**src/rtl/abu_fetch_decode.sv**
```systemverilog
// rtl/abu_fetch_decode.sv - instruction fetch and compact-word decode for the branch-mode ABU
// Owns stall hold/replay, halt, sticky illegal-opcode flag and the stall-group select scan chain.
module abu_fetch_decode #(
   parameter int IM_ADDR_WIDTH    = 16,
   parameter int I_WIDTH          = 12,
   parameter int I_DECODED_WIDTH  = 16,
   parameter int NUM_STALL_GROUPS = 1
) (
   input  logic                        iClk,
   input  logic                        iReset,
   input  logic [IM_ADDR_WIDTH-1:0]    iPC,
   input  logic                        iHalted,
   input  logic [NUM_STALL_GROUPS-1:0] iStall,
   input  logic                        iConfigEnable,
   input  logic                        iConfigDataIn,
   output logic                        oConfigDataOut,
   output logic                        oIMemReq,
   output logic [IM_ADDR_WIDTH-1:0]    oIMemAddr,
   input  logic [I_WIDTH-1:0]          iIMemData,
   output logic [I_DECODED_WIDTH-1:0]  oDecodedInstruction,
   output logic                        oValid,
   output logic                        oHalted,
   output logic                        oIllegal,
   output logic [15:0]                 oStallCycles
);

   localparam int SGW        = (NUM_STALL_GROUPS > 1) ? $clog2(NUM_STALL_GROUPS) : 1;
   localparam int STALL_PADW = 1 << SGW;

   typedef enum logic [2:0] {
      ST_START,
      ST_FETCH,
      ST_STALL,
      ST_REPLAY,
      ST_HALTED
   } state_t;

   state_t            state_q, state_d;
   logic [13:0]       hold_q, hold_d;
   logic [15:0]       stall_cnt_q, stall_cnt_d;
   logic              illegal_q, illegal_d;
   logic [SGW-1:0]    cfg_q, cfg_d;
   logic [STALL_PADW-1:0] stall_pad;
   logic              stall_sel;
   logic              fetch_illegal;
   logic [13:0]       fetch_dec;
   logic [13:0]       out_dec;
   logic              req;

   // Decoded bit order: regA, immAddr, absRel, jump, brCond, accSigned, acc, rdImm, wrImm, dest, srcB[1:0], srcA[1:0]
   function automatic logic [13:0] decode(input logic [11:0] w);
      logic [3:0]  op;
      logic [5:0]  f;
      logic [13:0] d;
      op = w[11:8];
      f  = w[5:0];
      d  = '0;
      if (op inside {4'd1, 4'd2, 4'd3, 4'd8, 4'd9, 4'd10, 4'd11}) begin
         d[13]   = f[3];
         d[4]    = f[2];
         d[3:2]  = f[1:0];
         d[1:0]  = w[7:6];
      end else if (op inside {[4'd4:4'd7], 4'd12}) begin
         d[12]   = 1'b1;
         d[7:2]  = (op == 4'd12) ? 6'd0 : f;
         d[1:0]  = w[7:6];
      end
      case (op)
         4'd1: begin
            d[7] = 1'b1;
            d[8] = f[4];
         end
         4'd2:                d[5]     = 1'b1;
         4'd3:                d[6]     = 1'b1;
         4'd4, 4'd8:          d[10]    = 1'b1;
         4'd5, 4'd9, 4'd12:   d[11:10] = 2'b11;
         4'd6, 4'd10:         d[9]     = 1'b1;
         4'd7, 4'd11: begin
            d[11] = 1'b1;
            d[9]  = 1'b1;
         end
         default: ;
      endcase
      return d;
   endfunction

   assign fetch_illegal = (iIMemData[11:8] >= 4'd13);
   assign fetch_dec     = fetch_illegal ? 14'd0 : decode(iIMemData[11:0]);

   // Pad the stall vector to a power of two so any select value indexes a defined bit.
   assign stall_pad = STALL_PADW'(iStall);
   assign stall_sel = stall_pad[cfg_q];

   generate
      if (SGW == 1) begin : g_cfg1
         assign cfg_d = iConfigDataIn;
      end else begin : g_cfgn
         assign cfg_d = {iConfigDataIn, cfg_q[SGW-1:1]};
      end
   endgenerate

   // Configuration survives iReset; it only moves when scanned.
   always_ff @(posedge iClk) begin
      if (iConfigEnable) cfg_q <= cfg_d;
   end
   assign oConfigDataOut = cfg_q[0];

   always_ff @(posedge iClk or negedge iReset) begin
      if (!iReset) begin
         state_q     <= ST_START;
         hold_q      <= '0;
         stall_cnt_q <= '0;
         illegal_q   <= 1'b0;
      end else begin
         state_q     <= state_d;
         hold_q      <= hold_d;
         stall_cnt_q <= stall_cnt_d;
         illegal_q   <= illegal_d;
      end
   end

   always_comb begin
      state_d = state_q;
      case (state_q)
         ST_START:  state_d = ST_FETCH;
         ST_FETCH: begin
            if (iHalted)        state_d = ST_HALTED;
            else if (stall_sel) state_d = ST_STALL;
         end
         ST_STALL: begin
            if (iHalted)         state_d = ST_HALTED;
            else if (!stall_sel) state_d = ST_REPLAY;
         end
         ST_REPLAY: state_d = stall_sel ? ST_STALL : ST_FETCH;
         ST_HALTED: state_d = ST_HALTED;
         default:   state_d = ST_START;
      endcase
   end

   always_comb begin
      hold_d      = hold_q;
      stall_cnt_d = stall_cnt_q;
      illegal_d   = illegal_q;
      if (state_q == ST_FETCH) begin
         hold_d = fetch_dec;
         if (fetch_illegal) illegal_d = 1'b1;
      end
      if ((state_q == ST_STALL) && (stall_cnt_q != 16'hFFFF)) begin
         stall_cnt_d = stall_cnt_q + 16'd1;
      end
   end

   always_comb begin
      req     = 1'b0;
      out_dec = '0;
      oValid  = 1'b0;
      oHalted = 1'b0;
      case (state_q)
         ST_START:  req = 1'b1;
         ST_FETCH: begin
            req     = 1'b1;
            out_dec = fetch_dec;
            oValid  = !fetch_illegal;
         end
         ST_STALL:  out_dec = hold_q;
         ST_REPLAY: req = 1'b1;
         ST_HALTED: oHalted = 1'b1;
         default: ;
      endcase
   end

   // START is the reset state, so the request is masked while reset is held.
   assign oIMemReq            = req & iReset;
   assign oIMemAddr           = iPC;
   assign oDecodedInstruction = I_DECODED_WIDTH'(out_dec);
   assign oIllegal            = illegal_q;
   assign oStallCycles        = stall_cnt_q;

endmodule
```
**config.mk**
```make
export PLATFORM = sky130hd
export DESIGN_NAME = abu_fetch_decode
export DESIGN_NICKNAME = d
export VERILOG_FILES = /design/src/rtl/abu_fetch_decode.sv
export SDC_FILE = /design/constraint.sdc
export NUM_CORES = 1
export LEC_CHECK = 0
export CORE_MARGIN = 10
export CORE_UTILIZATION = 38
export DETAILED_ROUTE_END_ITERATION = 6
export PLACE_DENSITY_LB_ADDON = 0.2
export SKIP_CTS_REPAIR_TIMING = 1
export SLEW_MARGIN = 0
export SYNTH_ARGS = -nofsm -noshare
export SYNTH_HDL_FRONTEND = slang
export SYNTH_SLANG_ARGS = --single-unit
```
**constraint.sdc**
```tcl
create_clock -name iClk -period 1.8 [get_ports iClk]
set_input_delay 0.36 -clock iClk [delete_from_list [all_inputs] [get_ports iClk]]
set_output_delay 0.36 -clock iClk [all_outputs]
set_load 0.1 [all_outputs]
```
==> results of run 1 <==
[tightest hold or removal path: cells and delay by family (launching register included)]
family / cells / cell delay [ps]
DFF: 1 / 350
and+or+nand+nor: 2 / 110
[power groups by stage]
stage | Sequential, mW | Clock [mW] | Combinational, mW
floorplan | 1.38 | 0 | 1.52
global placement | 1.15 | 0 | 2.43
detailed placement | 1.16 | 0 | 2.46
CTS | 1.15 | 0.762 | 2.46
global route | 1.17 | 0.796 | 2.82
finish | 1.15 | 0.751 | 2.69
[cells in the mapped netlist, drive strengths merged]
library cell / count
or4: 1
xor2: 13
clkbuf: 8
nor2: 10
a22oi: 2
nor3b: 4
nor4: 6
a211oi: 1
nor3: 12
nand3b: 1
a22o: 6
dfrtp: 34
edfxtp: 1
o211a: 1
nand2: 28
xnor2: 3
ha: 1
nand4: 6
a32oi: 1
a21o: 13
nand2b: 2
conb: 1
or2: 2
inv: 1
o21ai: 3
and2: 1
or3b: 2
buf: 22
a21oi: 3
nor2b: 4
o32ai: 1
nor4b: 3
nand3: 9
or3: 1
mux2i: 1
mux2: 1
[routing by layer]
layer  part of all wire, %  wire, um  global-route usage [%]  vias up
met5                     0         0                       0        -
met3                   6.3       363                    5.17       13
met2                    49      2850                    21.8       41
met4                   1.9       107                    4.88        0
li1                      -         -                       -      865
met1                    42      2440                    15.1      856
[final cells by class]
| cell class | instances | area [um2] |
|---|---|---|
| clock inverter | 2 | 35.0 |
| multi-input combinational | 144 | 1350 |
| clock buffer | 6 | 82.6 |
| inverter | 1 | 3.75 |
| fill | 383 | 1380 |
| sequential | 35 | 938 |
| tap | 70 | 87.6 |
| timing repair buffer | 97 | 1260 |
[cells in the final DEF, fill, tap and decap left out, types with 2 or more instances in the layout]
cell type and count:
a21o_1 7, a21o_4 6, a21oi_1 2, a22o_1 3, a22o_4 3, a22oi_1 2
buf_12 36, buf_4 39, buf_6 4, clkbuf_8 6, clkdlybuf4s50_1 13, conb_1 2
dfrtp_1 18, dfrtp_4 15, dlymetal6s2s_1 4, nand2_1 18, nand2_2 5, nand2_8 5
nand2b_1 2, nand3_1 4, nand3_2 4, nand4_1 6, nor2_1 9, nor2b_1 2
nor2b_4 2, nor3_2 5, nor3_4 6, nor3b_1 2, nor4_4 6, nor4b_1 2
o21ai_0 3, or2_2 2, or3b_4 2, xnor2_1 3, xor2_1 13
[sequential cells by signal, summed over array words and instances, names as in the netlist]
register	flops
oStallCycles	16
state_q	3
oIllegal	1
hold_q	14
oConfigDataOut	1
[per-stage QoR]
step	total power [mW]	setup slack, ps	TNS [ps]	cells
after global routing	4.79	-469	-6250	355
after detailed placement	3.62	-533	-6450	336
after CTS	4.37	-638	-6810	344
after global placement	3.59	-478	-5700	336
after floorplan	2.90	-324	-2500	210
final	4.58	-370	-4730	355
[final timing paths]
path / to / slack (ps) / cells after the start
max in group asynchronous: oStallCycles[13] / 920 / 2
setup reg to reg: oStallCycles[7] / 70 / 6
min in group asynchronous: oStallCycles[0] / 530 / 2
setup / recovery: oDecodedInstruction[4] / -370 / 5
hold / removal: hold_q[0] / 490 / 2
hold reg to reg: hold_q[0] / 490 / 2
[cell families after synthesis]
kind of cell | after synthesis | share of synthesized area (%)
other | 1 | 0.186
adder cells (fa/ha/maj) | 1 | 0.619
multiplexers | 2 | 1.05
XOR/XNOR | 16 | 6.94
buffers and inverters | 31 | 9.79
AND/OR/NAND/NOR | 92 | 26.1
flip-flops | 35 | 43.6
AO/OA/AOI/OAI | 31 | 11.6
==> summary.md, run 1 <==
| Metric | Value |
|---|---|
| Tot GR Track Use | `13.2%` |
| Leak | `1.68 nW` |
| Crit path kind | `reg2out` |
| Initial antenna violation count | `0` |
| Worst setup margin | `-370 ps` |
| Antenna-violating nets left | `0` |
| Nets | `319` |
| Top cells by area, synth | `dfrtp_1, buf_4, xor2_1` |
| Fraction of layout cells with a size suffix above 1 | `56.1%` |
| Die Wd | `92.9 um` |
| Crit path arrival time | `1810 ps` |
| Final Core Density | `73.2%` |
| Site row count | `26` |
| Slew Limit Fails | `0` |
| Largest net degree at the start of global routing | `35` |
| Critical Path Max Stage Delay | `450 ps` |
| Fin crit share | `121%` |
| Total global routing overflow | `0` |
| # clock sinks | `35` |
| Io pins | `87` |
| FF-to-FF Start | `oStallCycles[0]` |
| Clock skew | `3.99 ps` |
| Sequential fraction of the synthesis area | `43.6%` |
| Clock power frac | `16.4%` |
| WL final | `5760 um` |
| CP Buf/Inv Count | `2` |
| Global-route wire length before repair | `9360 um` |
| WHS | `490 ps` |
| Top Family by Delay on Critical Path | `simple AND/OR/NAND/NOR gates` |
| Syn Inst Count | `209` |
| CTS Buffer Depth | `2` |
| TritonCTS clock tree | `built` |
| WL per Instance | `16.2 um` |
| PwrDens | `1220 nW/um2` |
| DR pass1 iterations | `4` |
| Residual DRC | `0` |
| Yosys top cell by area | `dfrtp_1` |
| H-tree levels | `2` |
| Hold Startpoint | `hold_q[0]` |
| Crit end category | `output pin` |
| Critical Path Start | `state_q[2]` |
| Ys Warns | `0` |
| Cell area after placement | `3370 um2` |
| Die height | `92.9 um` |
| Via count | `1775` |
| Psw | `2.07 mW` |
| Number of max-cap violations | `0` |
| P&R area growth vs syn | `86.2%` |
| Core area | `5140 um2` |
| Clock transition at path regs | `70 ps` |
| Antenna diode count | `0` |
| Initial drt markers | `47` |
| Design area | `3760 um2` |
| Status | `finished with violations` |
| Post-synthesis register bit count | `35` |
| Synth Cell Area | `2020 um2` |
| Crit path max fanout | `5` |
| Internal | `2.52 mW` |
| Fraction of synthesized cell area taken by the top area cell type | `42.1%` |
| Comb pwr share | `58.6%` |
| Starting Density | `39.3%` |
| RSZ-0062 raised after global routing | `yes` |
| Root Buffer | `clkbuf_8` |
| CTS Buf Count | `5` |
| Clk Latency, worst-skew pair | `290 ps` |
| Failing checks | `setup timing` |
| Die ar. | `8630 um2` |
| Worst ir drop on vdd | `0.953 mV` |
| Switching fraction of total power | `45.1%` |
| Via/cell ratio | `5.00` |
| Post-DP HPWL | `4190 um` |
| Fmax | `461 MHz` |
| Final hold vios | `0` |
| Setup crit start kind | `flip-flop` |
| Worst Hold Class | `reg2reg` |
| Final Setup Violations | `16` |
| Tmin final | `2170 ps` |
| Final Wtd Congestion | `0.795` |
| Vias in the first global route | `1936` |
| Ordered cell list for the critical path | `or3b_4, a211oi_2, buf_4, a22o_4, buf_12` |
| PortBufs | `52` |
| WP data required | `1440 ps` |
| Seq pwr share | `25.0%` |
| Slowest CP cell | `or3b_4` |
| Syn avg cell area | `9.66 um2` |
| Yosys cell types | `42` |
Power figures use the tool's default switching activity.
==> run 2, diff against run 1 <==
CORE_ASPECT_RATIO = 0.8   (was unset)
==> run 2 against run 1 <==
The run still ends with setup timing left. Sequential share of layout area fell by 0.59 points. Wire length grew 14%. Clock power shrank 27%. Register-to-register slack lost 60 ps. Critical endpoint is now oDecodedInstruction[13].
==> summary.md, run 2 (synthesized netlist as in run 1, its figures left out) <==
| Metric | Value |
|---|---|
| Status | `finished with violations` |
| Failing checks | `setup timing` |
| Setup TNS | `-5850 ps (-1120 ps)` |
| Die ar. | `8650 um2 (+0.21%)` |
| Global-route wire length before repair | `9200 um (-1.7%)` |
| P&R area growth vs syn | `90.8%` |
| Tot GR Track Use | `12.9% (-0.29 points)` |
| Largest net degree at the start of global routing | `35 (unchanged)` |
| Vias in the first global route | `1882 (-2.8%)` |
| Fraction of layout cells with a size suffix above 1 | `57.3% (+1.2 points)` |
| Final Wtd Congestion | `0.797 (+0.33%)` |
| Post-DP HPWL | `4360 um (+4.1%)` |
| # clock sinks | `35 (unchanged)` |
| Top sig layer | `met4` |
| Total global routing overflow | `0 (unchanged)` |
| Tmin final | `2300 ps (+129 ps)` |
| Starting Density | `39.9% (+0.58 points)` |
| Critical Path Max Stage Delay | `460 ps (about the same)` |
| Clock transition at path regs | `70 ps (about the same)` |
| Wire length on met2 | `3300 um (+16%)` |
| Met3 routed WL | `477 um (+31%)` |
| Slew Limit Fails | `0 (unchanged)` |
| Root Buffer | `clkbuf_8` |
| Die Wd | `102 um (+9.3%)` |
| Number of max-cap violations | `0 (unchanged)` |
| CP Buf/Inv Count | `3 (+1)` |
| Total power | `4.72 mW (+3.0%)` |
| Crit path kind | `reg2out` |
| Worst ir drop on vdd | `1.16 mV (+21%)` |
| Worst Hold Class | `reg2reg` |
| Final hold vios | `0 (unchanged)` |
| Core area | `5060 um2 (-1.5%)` |
| Slowest CP cell | `or3b_4` |
| WL per Instance | `18.8 um (+16%)` |
| Initial antenna violation count | `0 (unchanged)` |
| Crit end category | `output pin` |
| CTS Buffer Depth | `2 (unchanged)` |
| FF-to-FF Start | `state_q[0]` |
| TritonCTS clock tree | `built` |
| Setup crit start kind | `flip-flop` |
| Post-Place Setup Slack | `-512 ps (+20.8 ps)` |
| Antenna-violating nets left | `0 (unchanged)` |
| H-tree levels | `2 (unchanged)` |
| Ordered cell list for the critical path | `or3b_4, buf_6, nor4b_4, buf_4, a21o_4, buf_12` |
| Hold Startpoint | `hold_q[1]` |
| Crit path max fanout | `5 (unchanged)` |
| Io pins | `87 (unchanged)` |
| Fmax | `435 MHz (-5.6%)` |
| WP data required | `1440 ps (about the same)` |
| Via/cell ratio | `5.34 (+6.7%)` |
| Nets | `322 (+0.94%)` |
| Initial drt markers | `76 (+62%)` |
| CTS Buf Count | `5 (unchanged)` |
| Fin crit share | `128% (+7.2 points)` |
| Critical Path Start | `state_q[1]` |
| Crit path arrival time | `1940 ps (+130 ps)` |
| Leak | `1.71 nW (+2.1%)` |
| Residual DRC | `0 (unchanged)` |
| Antenna diode count | `0 (unchanged)` |
| Final Setup Violations | `16 (unchanged)` |
| WHS | `484 ps (-5.52 ps)` |
| Clk Latency, worst-skew pair | `290 ps (about the same)` |
| Most frequent cells in the layout | `buf_12, buf_4, nand2_1, dfrtp_1` |
| RSZ-0062 raised after global routing | `yes` |
| PortBufs | `52 (unchanged)` |
| PwrDens | `1230 nW/um2 (+0.54%)` |
| DR pass1 iterations | `4 (unchanged)` |
| Site row count | `23 (-12%)` |
| Leading cell type in the layout, fill and taps excluded | `buf_12` |
| Top Family by Delay on Critical Path | `simple AND/OR/NAND/NOR gates` |
| WL final | `6590 um (+14%)` |
| Via count | `1868 (+5.2%)` |
| Max FFs per register | `16 (unchanged)` |
| Clock skew | `4.96 ps (+0.966 ps)` |
| Die height | `85.2 um (-8.3%)` |
| Met1 WL | `2650 um (+8.4%)` |
| Worst setup margin | `-499 ps (-129 ps)` |
-- run 2: cell types whose count changed in the layout (fill, tap and decap cells not counted), moves of 2 or more --
cell      previous run  this run
clkbuf_1             0         3
o21ai_0              3         1
buf_6                4        15
buf_4               39        29
nand2_2              5         3
-- run 2: metal layers --
layer  vias up  global-route usage, %
met3        19                   5.43
met2        64                   19.1
met4         0                   6.19
li1        867                      -
met1       918                   15.8
met5         -                      0
-- run 2: worst register-to-register path: stages (launching register included) --
cell     delay [ps]
dfrtp_1         400
buf_6           150
buf_6           110
or3b_4          440
buf_6           170
nor4_4          270
xor2_1          180
-- run 2: cell type report --
| class | count | area (um2) |
|---|---|---|
| Sequential cell | 35 | 938 |
| Tap cell | 62 | 77.6 |
| Inverter | 1 | 3.75 |
| Multi-Input combinational cell | 144 | 1410 |
| Fill cell | 316 | 1210 |
| Timing Repair Buffer | 100 | 1350 |
| Clock buffer | 8 | 80.1 |
-- run 2: where the power goes --
part | total (mW) | internal [mW] | switching, mW | leakage, nW
combinational | 3.00 | 1.28 | 1.72 | 1.24
clock | 0.550 | 0.275 | 0.276 | 0.0395
sequential | 1.18 | 0.996 | 0.180 | 0.429
-- run 2: final timing paths --
path,to,slack (ps),cells after the start
min in group asynchronous,oStallCycles[1],540,2
max,oDecodedInstruction[13],-500,6
min reg2reg,hold_q[1],480,2
max reg2reg,oStallCycles[7],10,6
min,hold_q[1],480,2
max in group asynchronous,oStallCycles[3],900,2
-- run 2: stage by stage --
step	utilization, %	area [um2]	std cells
after floorplan	-	2340	210
after global placement	66.7	3380	330
after detailed placement	66.7	3380	330
after CTS	68.2	3460	338
after global routing	76.1	3850	350
final	76.1	3850	350
